--- src/rtl/guia_logic_unit_seq_pkg.sv ---
// Shared types for the registered bitwise logic unit: function codes and frame FSM states.
package guia_pkg;

   typedef enum logic [2:0] {
      OP_AND  = 3'd0,
      OP_OR   = 3'd1,
      OP_NAND = 3'd2,
      OP_NOR  = 3'd3,
      OP_XOR  = 3'd4,
      OP_XNOR = 3'd5,
      OP_NOTA = 3'd6,
      OP_PASS = 3'd7
   } op_e;

   typedef enum logic {
      ST_IDLE  = 1'b0,
      ST_FRAME = 1'b1
   } state_e;

endpackage

--- src/rtl/guia_logic_unit_seq_bitwise_fn.sv ---
// Combinational bitwise function selector: maps (op, a, b) to a WIDTH-bit result.
import guia_pkg::*;

module guia_bitwise_fn #(
   parameter int WIDTH = 8
) (
   input  logic [2:0]       op_i,
   input  logic [WIDTH-1:0] a_i,
   input  logic [WIDTH-1:0] b_i,
   output logic [WIDTH-1:0] result_o
);

   always_comb begin
      result_o = '0;
      case (op_e'(op_i))
         OP_AND:  result_o = a_i & b_i;
         OP_OR:   result_o = a_i | b_i;
         OP_NAND: result_o = ~(a_i & b_i);
         OP_NOR:  result_o = ~(a_i | b_i);
         OP_XOR:  result_o = a_i ^ b_i;
         OP_XNOR: result_o = ~(a_i ^ b_i);
         OP_NOTA: result_o = ~a_i;
         OP_PASS: result_o = a_i;
      endcase
   end

endmodule

--- src/rtl/guia_logic_unit_seq.sv ---
// Registered bitwise logic unit with valid/ready handshake and per-frame
// all-equal / all-zero / beat-count reporting on the closing beat.
import guia_pkg::*;

module guia_logic_unit_seq #(
   parameter int WIDTH = 8,
   parameter int CNT_W = 8
) (
   input  logic             clk,
   input  logic             rst_n,
   input  logic             in_valid,
   output logic             in_ready,
   input  logic [WIDTH-1:0] in_a,
   input  logic [WIDTH-1:0] in_b,
   input  logic [2:0]       in_op,
   input  logic             in_last,
   output logic             out_valid,
   input  logic             out_ready,
   output logic [WIDTH-1:0] out_result,
   output logic             out_last,
   output logic             out_eq_all,
   output logic             out_zero_all,
   output logic [CNT_W-1:0] out_beats
);

   localparam logic [CNT_W-1:0] CNT_MAX = '1;

   state_e           state_q, state_d;
   op_e              op_q, op_d;
   logic             eq_acc_q, eq_acc_d;
   logic             zero_acc_q, zero_acc_d;
   logic [CNT_W-1:0] cnt_q, cnt_d;

   logic             out_valid_q, out_valid_d;
   logic [WIDTH-1:0] out_result_q, out_result_d;
   logic             out_last_q, out_last_d;
   logic             out_eq_q, out_eq_d;
   logic             out_zero_q, out_zero_d;
   logic [CNT_W-1:0] out_beats_q, out_beats_d;

   logic             accept;
   logic             frame_start;
   op_e              cur_op;
   logic [WIDTH-1:0] fn_result;
   logic             eq_new, zero_new;
   logic [CNT_W-1:0] cnt_base, cnt_new;

   assign in_ready = !out_valid_q || out_ready;
   assign accept   = in_valid && in_ready;

   // The first beat of a frame uses the live opcode; later beats use the latched one.
   assign frame_start = (state_q == ST_IDLE);
   assign cur_op      = frame_start ? op_e'(in_op) : op_q;

   guia_bitwise_fn #(.WIDTH(WIDTH)) u_fn (
      .op_i     (cur_op),
      .a_i      (in_a),
      .b_i      (in_b),
      .result_o (fn_result)
   );

   assign cnt_base = frame_start ? '0 : cnt_q;
   assign cnt_new  = (cnt_base == CNT_MAX) ? CNT_MAX : cnt_base + CNT_W'(1);
   assign eq_new   = (frame_start ? 1'b1 : eq_acc_q) & (in_a == in_b);
   assign zero_new = (frame_start ? 1'b1 : zero_acc_q) & (fn_result == '0);

   always_comb begin
      state_d      = state_q;
      op_d         = op_q;
      eq_acc_d     = eq_acc_q;
      zero_acc_d   = zero_acc_q;
      cnt_d        = cnt_q;
      out_valid_d  = out_valid_q && !out_ready;
      out_result_d = out_result_q;
      out_last_d   = out_last_q;
      out_eq_d     = out_eq_q;
      out_zero_d   = out_zero_q;
      out_beats_d  = out_beats_q;

      if (accept) begin
         if (frame_start) begin
            op_d = op_e'(in_op);
         end
         out_valid_d  = 1'b1;
         out_result_d = fn_result;
         out_last_d   = in_last;
         if (in_last) begin
            out_eq_d    = eq_new;
            out_zero_d  = zero_new;
            out_beats_d = cnt_new;
            state_d     = ST_IDLE;
            eq_acc_d    = 1'b1;
            zero_acc_d  = 1'b1;
            cnt_d       = '0;
         end else begin
            out_eq_d    = 1'b0;
            out_zero_d  = 1'b0;
            out_beats_d = '0;
            state_d     = ST_FRAME;
            eq_acc_d    = eq_new;
            zero_acc_d  = zero_new;
            cnt_d       = cnt_new;
         end
      end
   end

   always_ff @(posedge clk or negedge rst_n) begin
      if (!rst_n) begin
         state_q      <= ST_IDLE;
         op_q         <= OP_AND;
         eq_acc_q     <= 1'b1;
         zero_acc_q   <= 1'b1;
         cnt_q        <= '0;
         out_valid_q  <= 1'b0;
         out_result_q <= '0;
         out_last_q   <= 1'b0;
         out_eq_q     <= 1'b0;
         out_zero_q   <= 1'b0;
         out_beats_q  <= '0;
      end else begin
         state_q      <= state_d;
         op_q         <= op_d;
         eq_acc_q     <= eq_acc_d;
         zero_acc_q   <= zero_acc_d;
         cnt_q        <= cnt_d;
         out_valid_q  <= out_valid_d;
         out_result_q <= out_result_d;
         out_last_q   <= out_last_d;
         out_eq_q     <= out_eq_d;
         out_zero_q   <= out_zero_d;
         out_beats_q  <= out_beats_d;
      end
   end

   assign out_valid    = out_valid_q;
   assign out_result   = out_result_q;
   assign out_last     = out_last_q;
   assign out_eq_all   = out_eq_q;
   assign out_zero_all = out_zero_q;
   assign out_beats    = out_beats_q;

endmodule

--- config.mk ---
export PLATFORM = sky130hd
export DESIGN_NAME = guia_logic_unit_seq
export DESIGN_NICKNAME = d
export VERILOG_FILES = /design/src/rtl/guia_logic_unit_seq_pkg.sv /design/src/rtl/guia_logic_unit_seq_bitwise_fn.sv /design/src/rtl/guia_logic_unit_seq.sv
export SDC_FILE = /design/constraint.sdc
export NUM_CORES = 1
export LEC_CHECK = 0
export ABC_AREA = 1
export CELL_PAD_IN_SITES_DETAIL_PLACEMENT = 1
export CELL_PAD_IN_SITES_GLOBAL_PLACEMENT = 1
export CORE_MARGIN = 5
export CORE_UTILIZATION = 41
export CTS_CLUSTER_SIZE = 16
export DETAILED_ROUTE_END_ITERATION = 16
export PLACE_DENSITY_LB_ADDON = 0.1
export SETUP_SLACK_MARGIN = 0.02
export SLEW_MARGIN = 0
export SYNTH_ARGS = -nofsm -noshare
export SYNTH_HDL_FRONTEND = slang
export SYNTH_SLANG_ARGS = --single-unit
--- constraint.sdc ---
create_clock -name clk -period 5.2 [get_ports clk]
set_clock_uncertainty 0.15 [all_clocks]
set_input_delay 1.56 -clock clk [delete_from_list [all_inputs] [get_ports clk]]
set_output_delay 1.56 -clock clk [all_outputs]
set_load 0.01 [all_outputs]
==> results.py <==
metrics = {
    "status": {
        "status": "finished, final reports clean",
    },
    "critical_path": {
        "crit_top_cell": "clkdlybuf4s50_1",
        "r2r-start": "state_q$_DFFE_PN0P_",
        "crit_path_start_kind": "input pin",
        "crit_chain": "clkdlybuf4s50_1 -> inv_1 -> nand2_1 -> clkdlybuf4s50_1",
        "reg2reg_depth": 12,
        "cp.required_ns": 3.49,
        "r2r_end": "out_zero_all$_DFFE_PN0P_",
        "rrSetupSlack_ns": 2.32,
        "end_kind": "output port",
        "crit_path_max_fanout": 3,
        "cpPeakStageDelay_ns": 0.54,
        "path_class": "in -> out",
        "slowest_stage": "clkdlybuf4s50_1",
        "arrival_ns": 2.68,
        "crit_family": "buffers and inverters",
        "path_buf_inv": 3,
    },
    "power": {
        "power.density_nw_per_um2": 285,
        "peakVddDrop_mv": 0.141,
        "fin_total_pwr_mw": 0.892,
        "power.leakage_nw": 1.60,
    },
    "sta": {
        "rsz0062_at_grt": "no",
        "setup_violations": 0,
        "relSlewSlack_pct": 56.3,
        "tightest_slew_ns": 0.654,
        "slew_violations": 0,
        "holdWs_ns": 0.331,
        "setup_tns_ns": 0,
        "hold_violations": 0,
        "min_period_ns": 4.39,
        "fmax_mhz": 228,
        "timing.final.crit_share_pct": 84.3,
    },
    "synthesis": {
        "synth_largest_area_cell": "dfrtp_1",
        "synth_area_leaders": "dfrtp_1 31%, nand2_1 15%, nand4_1 9.2%",
        "avgSynthCellArea_sq_um": 6.95,
        "syn-num-nets": 413,
        "ys_seq_area_share_pct": 33.0,
        "synth_cell_types": 31,
        "ys_warn_count": 0,
        "synthesis.area_sq_um": 2580,
        "ys_ff_latch": 34,
        "synth_cells": 372,
        "yosysTopAreaCellShare_pct": 31.0,
    },
    "floorplanning": {
        "start_util_pct": 41.4,
        "core_sq_um": 6240,
        "io_pins": 45,
        "die_width_um": 89.4,
        "die_h_um": 89.4,
        "die-area_sq_um": 7990,
        "rows": 29,
    },
    "hold_path": {
        "holdPathEnd": "out_result[0]$_DFFE_PN0P_",
        "min_path_type": "reg -> reg",
        "holdPathStages": 2,
        "hold_start": "out_result[0]$_DFFE_PN0P_",
    },
    "clock_network": {
        "htreeDepth": 2,
        "clock-root-buffer": "clkbuf_8",
        "cts_tree": "built",
        "cts_resized": 0,
        "insertion_delay_ns": 0.28,
        "cts_hold_buf": 0,
        "numCtsBuffers": 5,
        "cts_sinks": 34,
        "clockBufferDepth": 2,
        "clk_pin_slew_ns": 0.07,
        "post_cts_buffers": 0,
    },
    "finish": {
        "drive_gt1_share_pct": 6.11,
        "insertedDiodeCount": 0,
        "syn2layout_area_growth_pct": 21.1,
        "finalInstanceArea_sq_um": 3130,
        "fin_nets": 449,
        "postLayoutCoreUtil_pct": 50.1,
    },
    "place": {
        "place_hpwl_mm": 5.37,
        "io_buffers": 44,
        "place.gp.congestion": 0.816,
        "place_area_sq_um": 3020,
    },
    "global_routing": {
        "grt_first_pass_wirelength_mm": 12.3,
        "grt_usage_pct": 19.6,
        "grt_max_degree": 37,
        "grt-ovfl-total": 0,
        "grt_pass1_vias": 2615,
        "antenna_found_initial": 0,
    },
    "run": {
        "drv_cap": 0,
    },
    "detailed_routing": {
        "via_count": 2585,
        "remaining_drc_errors": 0,
        "vias_per_cell": 5.32,
        "ant_nets": 0,
        "drtIter0Drc": 106,
        "drt-wirelength-per-cell_um": 15.2,
        "wl_mm": 7.40,
        "dr.pass1.iters": 4,
    },
}
==> final cells by class <==
cell class	instances	area, sq um
Timing Repair Buffer	47	463
Clock buffer	8	110
Multi-Input combinational cell	264	1400
Fill cell	827	3110
Tap cell	77	96.3
Sequential cell	34	853
Inverter	56	210
==> cells in the final DEF, fill, tap and decap left out, types with 2 or more instances in the layout <==
cell | netlist | final
nand2_1 | 106 | 106
clkbuf_8 | 0 | 8
inv_1 | 51 | 51
dfrtp_1 | 32 | 32
o21ai_1 | 7 | 7
nand3_1 | 17 | 17
clkdlybuf4s50_1 | 0 | 44
nor2_1 | 30 | 30
nand4_1 | 38 | 38
o21ai_0 | 22 | 22
inv_2 | 3 | 3
ha_1 | 17 | 17
nor4_1 | 2 | 2
xor2_1 | 3 | 3
nand2_2 | 3 | 3
mux2i_1 | 2 | 2
a21oi_1 | 4 | 4
buf_4 | 2 | 3
dfstp_2 | 2 | 2
clkinv_1 | 2 | 2
o22ai_1 | 4 | 4
==> registers in the layout (all words and copies together) (netlist names) <==
register and count:
zero_acc_q 1, out_zero_all 1, eq_acc_q 1, out_beats 8, out_valid 1, op_q 3
state_q 1, out_eq_all 1, out_result 8, out_last 1, cnt_q 8
==> cell families (layout without fill, tap and decap cells) <==
logic type	after synthesis	count (layout)	synth area share (%)
multiplexers	2	2	0.774
adder cells (fa/ha/maj)	17	17	8.23
XOR/XNOR	3	3	1.02
buffers and inverters	74	111	13.0
flip-flops	34	34	33.0
AND/OR/NAND/NOR	204	204	36.4
AO/OA/AOI/OAI	38	38	7.65
==> cells in the mapped netlist <==
cell      number
nor3_1         1
nand3b_1       1
nor3b_2        1
buf_4          2
mux2i_1        2
nor2_4         1
nand2_2        3
ha_1          17
dfstp_2        2
inv_2          3
o21ai_0       22
a21oi_1        4
or2_2          1
buf_6          6
nand3_2        1
nand4_1       38
inv_1         51
nor4_1         2
nor2_1        30
nor2_2         1
nand3_1       17
xor2_1         3
clkbuf_1       6
nor3_4         1
buf_2          4
o21ai_1        7
clkinv_1       2
o22ai_1        4
nand2_1      106
dfrtp_1       32
o211ai_1       1
==> tightest hold or removal path, delay by kind of cell (launching register included) <==
family / cells / cell delay (ns)
flops: 1 / 0.34
simple gates: 2 / 0.12
==> routing by layer <==
metal  share of wire (%)  up-vias  global-route usage, %  wire length [um]
li1                    -     1280                      -                 -
met1                  43     1262                   23.2              3180
met2                  53       36                   37.2              3950
met3                 2.3        7                   2.21               172
met4                 1.3        0                   4.87                99
met5                   0        -                      0                 0
==> how the worst max path moves through the flow <==
stage               slack, ns  endpoint  depth (start not counted)       from
finish                   0.81  in_ready                          4  out_ready
global route             0.79  in_ready                          4  out_ready
CTS                      0.80  in_ready                          4  out_ready
detailed placement       0.80  in_ready                          4  out_ready
global placement         0.82  in_ready                          4  out_ready
floorplan                1.80  in_ready                          2  out_ready
==> power breakdown <==
part	switching (mW)	internal [mW]	total, mW
clock network	0.0949	0.134	0.229
registers	0.0262	0.300	0.326
logic	0.209	0.128	0.337
==> metrics by stage <==
stage,instances,setup slack (ns)
floorplan,372,1.80
global placement,478,0.817
detailed placement,478,0.801
CTS,486,0.800
global route,486,0.785
finish,486,0.814
Note: power is estimated with default switching activity, not from simulation.
